==> config.mk <==
export PLATFORM = sky130hd
export DESIGN_NAME = mem_arbiter
export DESIGN_NICKNAME = d
export VERILOG_FILES = /design/src/rtl/mem_arbiter.sv
export SDC_FILE = /design/constraint.sdc
export NUM_CORES = 1
export LEC_CHECK = 0
export ABC_AREA = 1
export CAP_MARGIN = 20
export CORE_ASPECT_RATIO = 1.25
export CORE_MARGIN = 2
export CORE_UTILIZATION = 46
export DETAILED_ROUTE_END_ITERATION = 12
export GPL_TIMING_DRIVEN = 1
export PLACE_DENSITY = 0.92
export SYNTH_ARGS = -nofsm -noshare
export SYNTH_HDL_FRONTEND = slang
export SYNTH_SLANG_ARGS = --single-unit
==> constraint.sdc <==
create_clock -name clock -period 8.5 [get_ports clock]
set_input_delay 1.7 -clock clock [delete_from_list [all_inputs] [get_ports clock]]
set_output_delay 1.7 -clock clock [all_outputs]
set_load 0.05 [all_outputs]
==> src/rtl/mem_arbiter.sv <==
// Two-port round-robin arbiter funnelling instruction and data requests onto one
// external memory port, with one-entry capture buffers and combinational response routing.
package mem_arbiter_pkg;

    typedef struct packed {
        logic        mem_valid;
        logic        mem_fence;
        logic        mem_spec;
        logic        mem_instr;
        logic [31:0] mem_addr;
        logic [31:0] mem_wdata;
        logic [3:0]  mem_wstrb;
    } mem_in_type;

    typedef struct packed {
        logic [31:0] mem_rdata;
        logic        mem_ready;
    } mem_out_type;

endpackage

module mem_arbiter
    import mem_arbiter_pkg::*;
(
    input  logic        clock,
    input  logic        reset,
    input  mem_in_type  imem_in,
    output mem_out_type imem_out,
    input  mem_in_type  dmem_in,
    output mem_out_type dmem_out,
    output mem_in_type  memory_in,
    input  mem_out_type memory_out
);

    typedef enum logic {
        IDLE,
        WAIT
    } state_t;

    state_t     state;
    logic       prio;
    logic       owner;
    logic [1:0] pend;
    mem_in_type req_buf [2];

    mem_in_type port_req [2];
    logic       grant;
    logic       issue;
    logic [1:0] ready;

    assign port_req[0] = imem_in;
    assign port_req[1] = dmem_in;

    always_comb begin
        grant    = (pend == 2'b11) ? prio : pend[1];
        issue    = (state == IDLE) && (pend != 2'b00);
        ready[0] = (state == WAIT) && memory_out.mem_ready && !owner;
        ready[1] = (state == WAIT) && memory_out.mem_ready && owner;
    end

    always_comb begin
        memory_in = '0;
        if (issue) begin
            memory_in           = req_buf[grant];
            memory_in.mem_valid = 1'b1;
        end
    end

    always_comb begin
        imem_out           = '0;
        dmem_out           = '0;
        imem_out.mem_ready = ready[0];
        dmem_out.mem_ready = ready[1];
        if (ready[0]) imem_out.mem_rdata = memory_out.mem_rdata;
        if (ready[1]) dmem_out.mem_rdata = memory_out.mem_rdata;
    end

    always_ff @(posedge clock or posedge reset) begin
        if (reset) begin
            state   <= IDLE;
            prio    <= 1'b1;
            owner   <= 1'b0;
            pend    <= '0;
            req_buf <= '{default: '0};
        end else begin
            case (state)
                IDLE: begin
                    if (pend != 2'b00) begin
                        owner <= grant;
                        prio  <= ~grant;
                        state <= WAIT;
                    end
                end
                WAIT: begin
                    if (memory_out.mem_ready) state <= IDLE;
                end
                default: state <= IDLE;
            endcase

            // The later reload wins over the release, so a pulse in the response cycle is kept.
            for (int unsigned i = 0; i < 2; i++) begin
                if (ready[i[0]]) pend[i[0]] <= 1'b0;
                if (port_req[i[0]].mem_valid && (!pend[i[0]] || ready[i[0]])) begin
                    pend[i[0]]    <= 1'b1;
                    req_buf[i[0]] <= port_req[i[0]];
                end
            end
        end
    end

endmodule

==> results of run 1 <==
flip-flops by register name, indices dropped and copies added, names as in the netlist:
| register | count |
|---|---|
| req_buf | 142 |
| pend | 2 |
| owner | 1 |
| prio | 1 |
| state | 1 |
kinds of logic (layout without fill, tap and decap cells):
logic type,count (synthesis),after routing,synth area share
AOI/OAI and AO/OA,3,3,0.00206
buffers and inverters,112,393,0.0767
DFF,147,147,0.505
other,0,2,0
and+or+nand+nor,718,718,0.416
how the worst max path moves through the flow:
stage	cells past startpoint	end	start
2_1_floorplan	1	owner	reset
3_3_place_gp	4	imem_out[27]	memory_out[0]
3_5_place_dp	4	dmem_out[7]	memory_out[0]
4_1_cts	8	memory_in[35]	prio
5_1_grt	8	memory_in[14]	prio
6_report	8	memory_in[14]	prio
critical path, stage by stage, from the launching register on:
cell and delay (ns):
dfstp_2 0.52, inv_1 0.04, nand2_1 0.11, nand2_4 0.46, nor2_4 0.86, buf_4 0.53, nand2_1 0.10, nand2_1 0.08
clkdlybuf4s50_1 0.85
synth_stat cells (all sizes together):
library cell | count | area share
o21ai | 2 | 0.0014
buf | 56 | 0.048
a21oi | 1 | 0.00069
nand2 | 435 | 0.23
dfstp | 1 | 0.0036
nor2 | 67 | 0.037
clkbuf | 18 | 0.0093
inv | 38 | 0.020
nand3 | 215 | 0.15
nor3 | 1 | 0.00069
dfrtp | 146 | 0.50
stage by stage:
step / instances / util / total power, mW
floorplan: 980 / - / 2.63
global placement: 1441 / 0.665 / 3.20
detailed placement: 1441 / 0.665 / 3.27
CTS: 1473 / 0.705 / 4.07
global route: 1475 / 0.705 / 4.29
finish: 1475 / 0.705 / 4.07
cell type report:
cell class | count | area, um2 | share of cell area
flip-flops and latches | 147 | 3680 | 0.335
repair buffers | 323 | 3210 | 0.292
multi-input cells | 721 | 3050 | 0.278
clock buffers | 21 | 450 | 0.0410
well taps | 212 | 265 | 0.0242
clock inverters | 11 | 175 | 0.0160
inverters | 38 | 148 | 0.0134
diodes | 2 | 5.00 | 0.000456
metal layers:
metal,vias to the layer above,share of wire,global-route usage
li1,3621,-,-
met1,3599,0.36,0.357
met2,476,0.49,0.484
met3,102,0.087,0.0675
met4,0,0.061,0.188
met5,-,0,0
power breakdown:
part	switching (mW)	total (mW)	internal, mW
registers	0.197	1.23	1.03
logic	1.43	2.04	0.613
clock network	0.299	0.801	0.502
==> reports/metrics.yaml, run 1 <==
cp.arrival_ns: 4.03
post_cts_buffers: 0
clkLatencyLatePin_ns: 0.42
port_buffers: 316
htreeDepth: 4
finClkSkew_ns: 0.0145
min_from: "req_buf[100]"
cp_max_fo: 73
reg2reg_depth: 6
firstDrtPassIters: 6
track_usage: 0.298
hold_ws_ns: 0.470
cts_buffers: 17
grt_overflow_total: 0
final_cell_mix: "nand2_1, clkdlybuf4s50_1, nand3_1"
fin_crit_ns: 5.73
yosys_warnings: 0
power_density_nw_per_um2: 371
grt_pass1_vias: 7316
core_um2: 15600
synth_cells: 980
area_delta_synth_final_pct: 50.6
syn_nets: 1159
wirelength_um: 25400
antenna_found_initial: 2
hold_depth: 2
die_w_um: 117
cts.repair.resized: 0
layout_commonest_cell: "nand2_1"
fmax_mhz: 175
drc: 0
post_dp_cell_area_um2: 10300
rrSetupSlack_ns: 5.08
finalSetupViolCount: 0
cts.sinks: 147
fin_crit_sh: 0.674
cts_buffer_depth: 2
num_io_pins: 317
drive_above_1_share: 0.0397
finalHoldViolCount: 0
hold_buffers: 0
cts_tree: "yes"
wl_per_cell_um: 17.2
reg2reg_to: "req_buf[21]"
dieArea_um2: 16900
num_rows: 51
cp_data_required_time_ns: 6.80
dpl_worst_slack_ns: 3.07
ir_worst_vdd_uv: 214
fin_nets: 1427
stdcell_area_um2: 11000
status: "completed"
max-cap-violations: 0
relSlewSlack: 0.383
die_y_um: 145
grt_max_degree: 95
fillers: 1214
total_leakage_power_nw: 5.50
place.gp.congestion: 0.860
hold_class: "reg -> reg"
grt_pass1_wl_um: 38500
cts_root_buffer: "clkbuf_16"
worst_slack_ns: 2.77
synth.yosys.seq_area_share: 0.505
drv_slew: 0
via_count: 7798
ant_nets: 0
synth_seq_cells: 147
routed_via_density: 5.29
clk_pin_slew_ns: 0.06
critPathCaptureType: "output port"
worst_pin_slew_ns: 0.926
rsz0062_at_grt: "no"
drtIter0Drc: 605
hpwl_um: 16900
path_class: "reg -> out"
syn_area_um2: 7290
yosysUniqueCellTypes: 19
fin_tns_setup_ns: 0
start_kind: "register"
hold_path_end: "req_buf[100]"
r2r-start: "state"
syn_avg_cell_area_um2: 7.44
initial_utilization: 0.468
(Power assumes the default switching activity.)
==> run 2: changes to the inputs <==
- CORE_UTILIZATION: 46 -> 39
- PLACE_DENSITY: 0.92 -> 0.84
- clock period: 8.5 -> 4.8 ns (I/O delays scaled with it)
==> reports/metrics.yaml, run 2 (synthesized netlist as in run 1, its figures left out) <==
cp.arrival_ns: 3.12  # -0.91 ns
htreeDepth: 4  # unchanged
cp_cell_sequence: "nor2_4 -> buf_4 -> nand3_1 -> nand2_1 -> clkdlybuf4s50_1"
final_util: 0.608  # -0.0973
largest_reg_flops: 142  # unchanged
fin_crit_sh: 0.850
die_w_um: 126  # +8.3%
cts.repair.resized: 0  # unchanged
fin_tns_setup_ns: 0  # unchanged
via_count: 7661  # -1.8%
area_delta_synth_final_pct: 52.1
fmax_mhz: 245
layout_commonest_cell: "nand2_1"
status: "completed"
port_buffers: 316  # unchanged
r2r-start: "state"
fin_crit_ns: 4.08
hpwl_um: 17400  # +2.6%
ant_nets: 0  # unchanged
hold_buffers: 0  # unchanged
critPathCaptureType: "output port"
rrSetupSlack_ns: 2.41  # -2.67 ns
max-cap-violations: 0  # unchanged
cp_max_fo: 28  # -62%
worst_pin_slew_ns: 0.869  # -0.0568 ns
cts_root_buffer: "clkbuf_16"
fin_nets: 1432  # +0.35%
track_usage: 0.259  # -0.0394
grt_pass1_wl_um: 39800  # +3.3%
num_rows: 55  # +7.8%
die_y_um: 157  # +8.4%
initial_utilization: 0.400  # -0.0685
ir_worst_vdd_uv: 318  # +48%
cts_tree: "yes"
final_cell_mix: "nand2_1, clkdlybuf4s50_1, nand3_1"
core_um2: 18200  # +17%
start_kind: "register"
relSlewSlack: 0.420  # +0.0379
hold_class: "reg -> reg"
firstDrtPassIters: 5  # -1
finalSetupViolCount: 0  # unchanged
clk_pin_slew_ns: 0.07  # about the same
regMostFlops: "req_buf"
dieArea_um2: 19800  # +17%
reg2reg_depth: 6  # unchanged
place.gp.congestion: 0.843  # -1.9%
power_density_nw_per_um2: 654  # +76%
grt_max_degree: 148  # +56%
total_leakage_power_nw: 5.54  # +0.66%
path_class: "reg -> out"
reg_top3: "req_buf (142), pend (2)"
critPathCapture: "memory_in[6]"
wl_per_cell_um: 17.2  # -0.16%
crit_path_start: "state"
num_io_pins: 317  # unchanged
cp_data_required_time_ns: 3.84  # -2.96 ns
grt_overflow_total: 0  # unchanged
cp_slowest_cell: "clkdlybuf4s50_1"
post_dp_cell_area_um2: 10500  # +1.0%
drtIter0Drc: 550  # -9.1%
cpPeakStageDelay_ns: 0.86  # about the same
routed_via_density: 5.12  # -3.2%
drv_slew: 0  # unchanged
cts_buffer_depth: 2  # unchanged
cts.sinks: 147  # unchanged
drive_above_1_share: 0.0458  # +0.00616
wirelength_um: 25800  # +1.3%
grt_pass1_vias: 7330  # +0.19%
stdcell_area_um2: 11100  # +0.96%
cts_buffers: 17  # unchanged
drc: 0  # unchanged
reg2reg_to: "req_buf[64]"
antenna_found_initial: 5  # +3
rsz0062_at_grt: "no"
clkLatencyLatePin_ns: 0.43  # about the same
post_cts_buffers: 0  # unchanged
finClkSkew_ns: 0.00964  # -0.00486 ns
finalHoldViolCount: 0  # unchanged
==> run 2: cell count changes in the layout (fill, tap and decap cells not counted), sizes merged <==
cell and change:
buf +5, clkbuf -4, inv +3, clkinvlp +2, bufinv -1, diode +1
==> run 2: through the flow <==
step	power (mW)	cells	worst slack, ns	hold WS (ns)
finish	7.25	1497	0.718	0.470
global route	7.67	1496	0.620	0.484
CTS	7.28	1494	0.708	0.474
detailed placement	5.85	1462	0.851	0.458
global placement	5.76	1462	0.955	0.453
floorplan	4.65	980	1.91	0.442
==> run 2: cell type report <==
type,instances,area (um2)
Sequential cell,147,3680
Tap cell,228,285
Multi-Input combinational cell,721,3050
Inverter,38,146
Antenna cell,3,7.51
Clock buffer,17,425
Timing Repair Buffer,328,3290
Fill cell,1609,7150
Clock inverter,15,196
==> run 2: worst min-delay path by stage <==
stage | start | end | slack (ns) | cells past startpoint
2_1_floorplan | req_buf[0] | req_buf[0] | 0.44 | 2
3_3_place_gp | req_buf[4] | req_buf[4] | 0.45 | 2
3_5_place_dp | req_buf[21] | req_buf[21] | 0.46 | 2
4_1_cts | req_buf[53] | req_buf[53] | 0.47 | 2
5_1_grt | req_buf[106] | req_buf[106] | 0.48 | 2
6_report | req_buf[114] | req_buf[114] | 0.47 | 2
==> run 2: per-layer routing <==
metal	vias to the layer above	GRT usage	routed length, um
met1	3583	0.302	9720
li1	3631	-	-
met4	4	0.123	1020
met3	69	0.0660	1950
met2	374	0.444	13000
met5	-	0	24
==> run 2: power by group <==
group          total, mW  internal, mW  switching (mW)
clock network       1.41         0.834           0.577
registers           2.17          1.83           0.344
logic               3.66          1.13            2.54
==> run 2: worst max-delay path: cells and delay by family, from the launching register on <==
kind / cells / cell delay, ns
flops: 1 / 0.54
buf+inv: 2 / 1.30
simple gates: 3 / 0.85
==> run 3: changes to the inputs <==
- CORE_UTILIZATION: 39 -> 23
- PLACE_DENSITY: 0.84 -> 0.57
==> reports/metrics.yaml, run 3 (synthesized netlist as in run 1, its figures left out) <==
wl_per_cell_um: 16.5  # -4.3%
clkLatencyLatePin_ns: 0.42  # about the same
cp_data_required_time_ns: 3.84  # about the same
start_kind: "register"
critPathCapture: "memory_in[13]"
multi_input_area_um2: 3050  # unchanged
grt_overflow_total: 0  # unchanged
layout.area.seq_um2: 3680  # unchanged
drv_slew: 0  # unchanged
finalSetupViolCount: 0  # unchanged
initial_utilization: 0.235  # -0.165
worst_pin_slew_ns: 0.863  # -0.00646 ns
core_um2: 31100  # +70%
fmax_mhz: 239  # -2.5%
port_buffers: 316  # unchanged
wirelength_um: 27600  # +7.2%
power_density_nw_per_um2: 649  # -0.80%
track_usage: 0.168  # -0.0908
cpPeakStageDelay_ns: 0.85  # about the same
post_layout_nonfiller_instances: 1676  # +12%
path_depth: 8  # +3
rsz0062_at_grt: "no"
grt_max_degree: 78  # -47%
fin_tns_setup_ns: 0  # unchanged
dieArea_um2: 33100  # +67%
place.gp.congestion: 0.750  # -11%
stdcell_area_um2: 11300  # +2.3%
cts.sinks: 147  # unchanged
layout_commonest_cell: "nand2_1"
die_y_um: 203  # +29%
rrSetupSlack_ns: 2.38  # -0.03 ns
post_dp_cell_area_um2: 10700  # +2.1%
cts_tree: "yes"
hpwl_um: 19000  # +9.1%
drtIter0Drc: 443  # -19%
relSlewSlack: 0.424  # +0.00309
path_class: "reg -> out"
fin_nets: 1435  # +0.21%
cts_root_buffer: "clkbuf_16"
num_rows: 72  # +31%
antenna_found_initial: 2  # -3
cp.arrival_ns: 3.23  # +0.11 ns
clk_pin_slew_ns: 0.06  # about the same
drc: 0  # unchanged
largest_reg_flops: 142  # unchanged
area_delta_synth_final_pct: 55.6
crit_family: "buffers and inverters"
finalHoldViolCount: 0  # unchanged
finClkSkew_ns: 0.00774  # -0.00190 ns
num_io_pins: 317  # unchanged
die_w_um: 163  # +29%
fillers: 3272  # +100%
firstDrtPassIters: 5  # unchanged
regMostFlops: "req_buf"
ir_worst_vdd_uv: 283  # -11%
worst_path_most_repeated_cell: "nand2_1"
grt_pass1_vias: 7540  # +2.9%
via_count: 7447  # -2.8%
reg_top3: "req_buf (142), pend (2)"
htreeDepth: 4  # unchanged
cp_slowest_cell: "clkdlybuf4s50_1"
final_cell_mix: "nand2_1, clkdlybuf4s50_1, nand3_1"
cp_max_fo: 32  # +14%
reg2reg_depth: 5  # -1
status: "completed"
hold_class: "reg -> reg"
ant_nets: 0  # unchanged
drive_above_1_share: 0.0450  # -0.000861
routed_via_density: 4.44  # -13%
fin_crit_sh: 0.872  # +0.0216
cp_num_buf_inv: 3  # +1
crit_path_start: "prio"
post_cts_buffers: 0  # unchanged
cp_cell_sequence: "inv_1 -> nand2_1 -> nand2_4 -> nor2_4 -> buf_4 -> nand2_1 -> nand2_1 -> clkdlybuf4s50_1"
hold_buffers: 0  # unchanged
cts.repair.resized: 0  # unchanged
r2r-start: "state"
cts_buffers: 17  # unchanged
reg2reg_to: "req_buf[53]"
critPathCaptureType: "output port"
dp_cells: 1644  # +12%
cts_buffer_depth: 2  # unchanged
p_total_mw: 7.36  # +1.5%
total_leakage_power_nw: 5.56  # +0.50%
max-cap-violations: 0  # unchanged
fin_crit_ns: 4.19  # +0.104 ns
grt_pass1_wl_um: 42900  # +7.9%
-- run 3: cell types whose count changed in the layout (fill, tap and decap cells not counted) --
cell | previous run | this run
clkbuf_1 | 0 | 3
buf_4 | 8 | 13
clkinv_2 | 0 | 1
clkinvlp_4 | 4 | 2
bufinv_16 | 3 | 6
clkbuf_8 | 0 | 2
clkinv_4 | 2 | 1
diode_2 | 3 | 1
inv_8 | 2 | 0
buf_12 | 4 | 2
inv_6 | 5 | 0
-- run 3: where the power goes --
part / internal, mW / total (mW) / switching [mW] / leakage, nW
Clock: 1.00 / 1.53 / 0.529 / 0.320
Combinational: 1.12 / 3.68 / 2.56 / 3.43
Sequential: 1.83 / 2.15 / 0.323 / 1.81
-- run 3: worst min-delay path by stage --
stage / startpoint / end / slack (ns) / depth (start not counted)
6_report: req_buf[20] / req_buf[20] / 0.47 / 2
5_1_grt: req_buf[104] / req_buf[104] / 0.49 / 2
4_1_cts: req_buf[67] / req_buf[67] / 0.47 / 2
3_5_place_dp: req_buf[116] / req_buf[116] / 0.46 / 2
3_3_place_gp: req_buf[141] / req_buf[141] / 0.45 / 2
2_1_floorplan: req_buf[0] / req_buf[0] / 0.44 / 2
-- run 3: cell type report --
type	count	area share
Antenna cell	1	0.000221
Clock buffer	22	0.0409
Clock inverter	9	0.0178
Inverter	38	0.0129
Multi-Input combinational cell	721	0.269
Sequential cell	147	0.324
Tap cell	407	0.0449
Timing Repair Buffer	331	0.290
-- run 3: worst min-delay path: cells and delay by family, from the launching register on --
kind	cells	cell delay, ns
flops	1	0.34
simple gates	2	0.10
-- run 3: layer usage --
metal	wire length, um	GRT usage	vias up
met5	13	0	-
met4	329	0.0417	2
met3	1920	0.0380	21
met2	13900	0.299	281
met1	11400	0.203	3511
li1	-	-	3632
-- run 3: metrics by stage --
stage,hold WS (ns),utilization,setup WS [ns]
2_1_floorplan,0.442,-,1.91
3_3_place_gp,0.453,0.344,0.944
3_5_place_dp,0.459,0.344,0.843
4_1_cts,0.474,0.365,0.552
5_1_grt,0.486,0.365,0.361
6_report,0.468,0.365,0.614
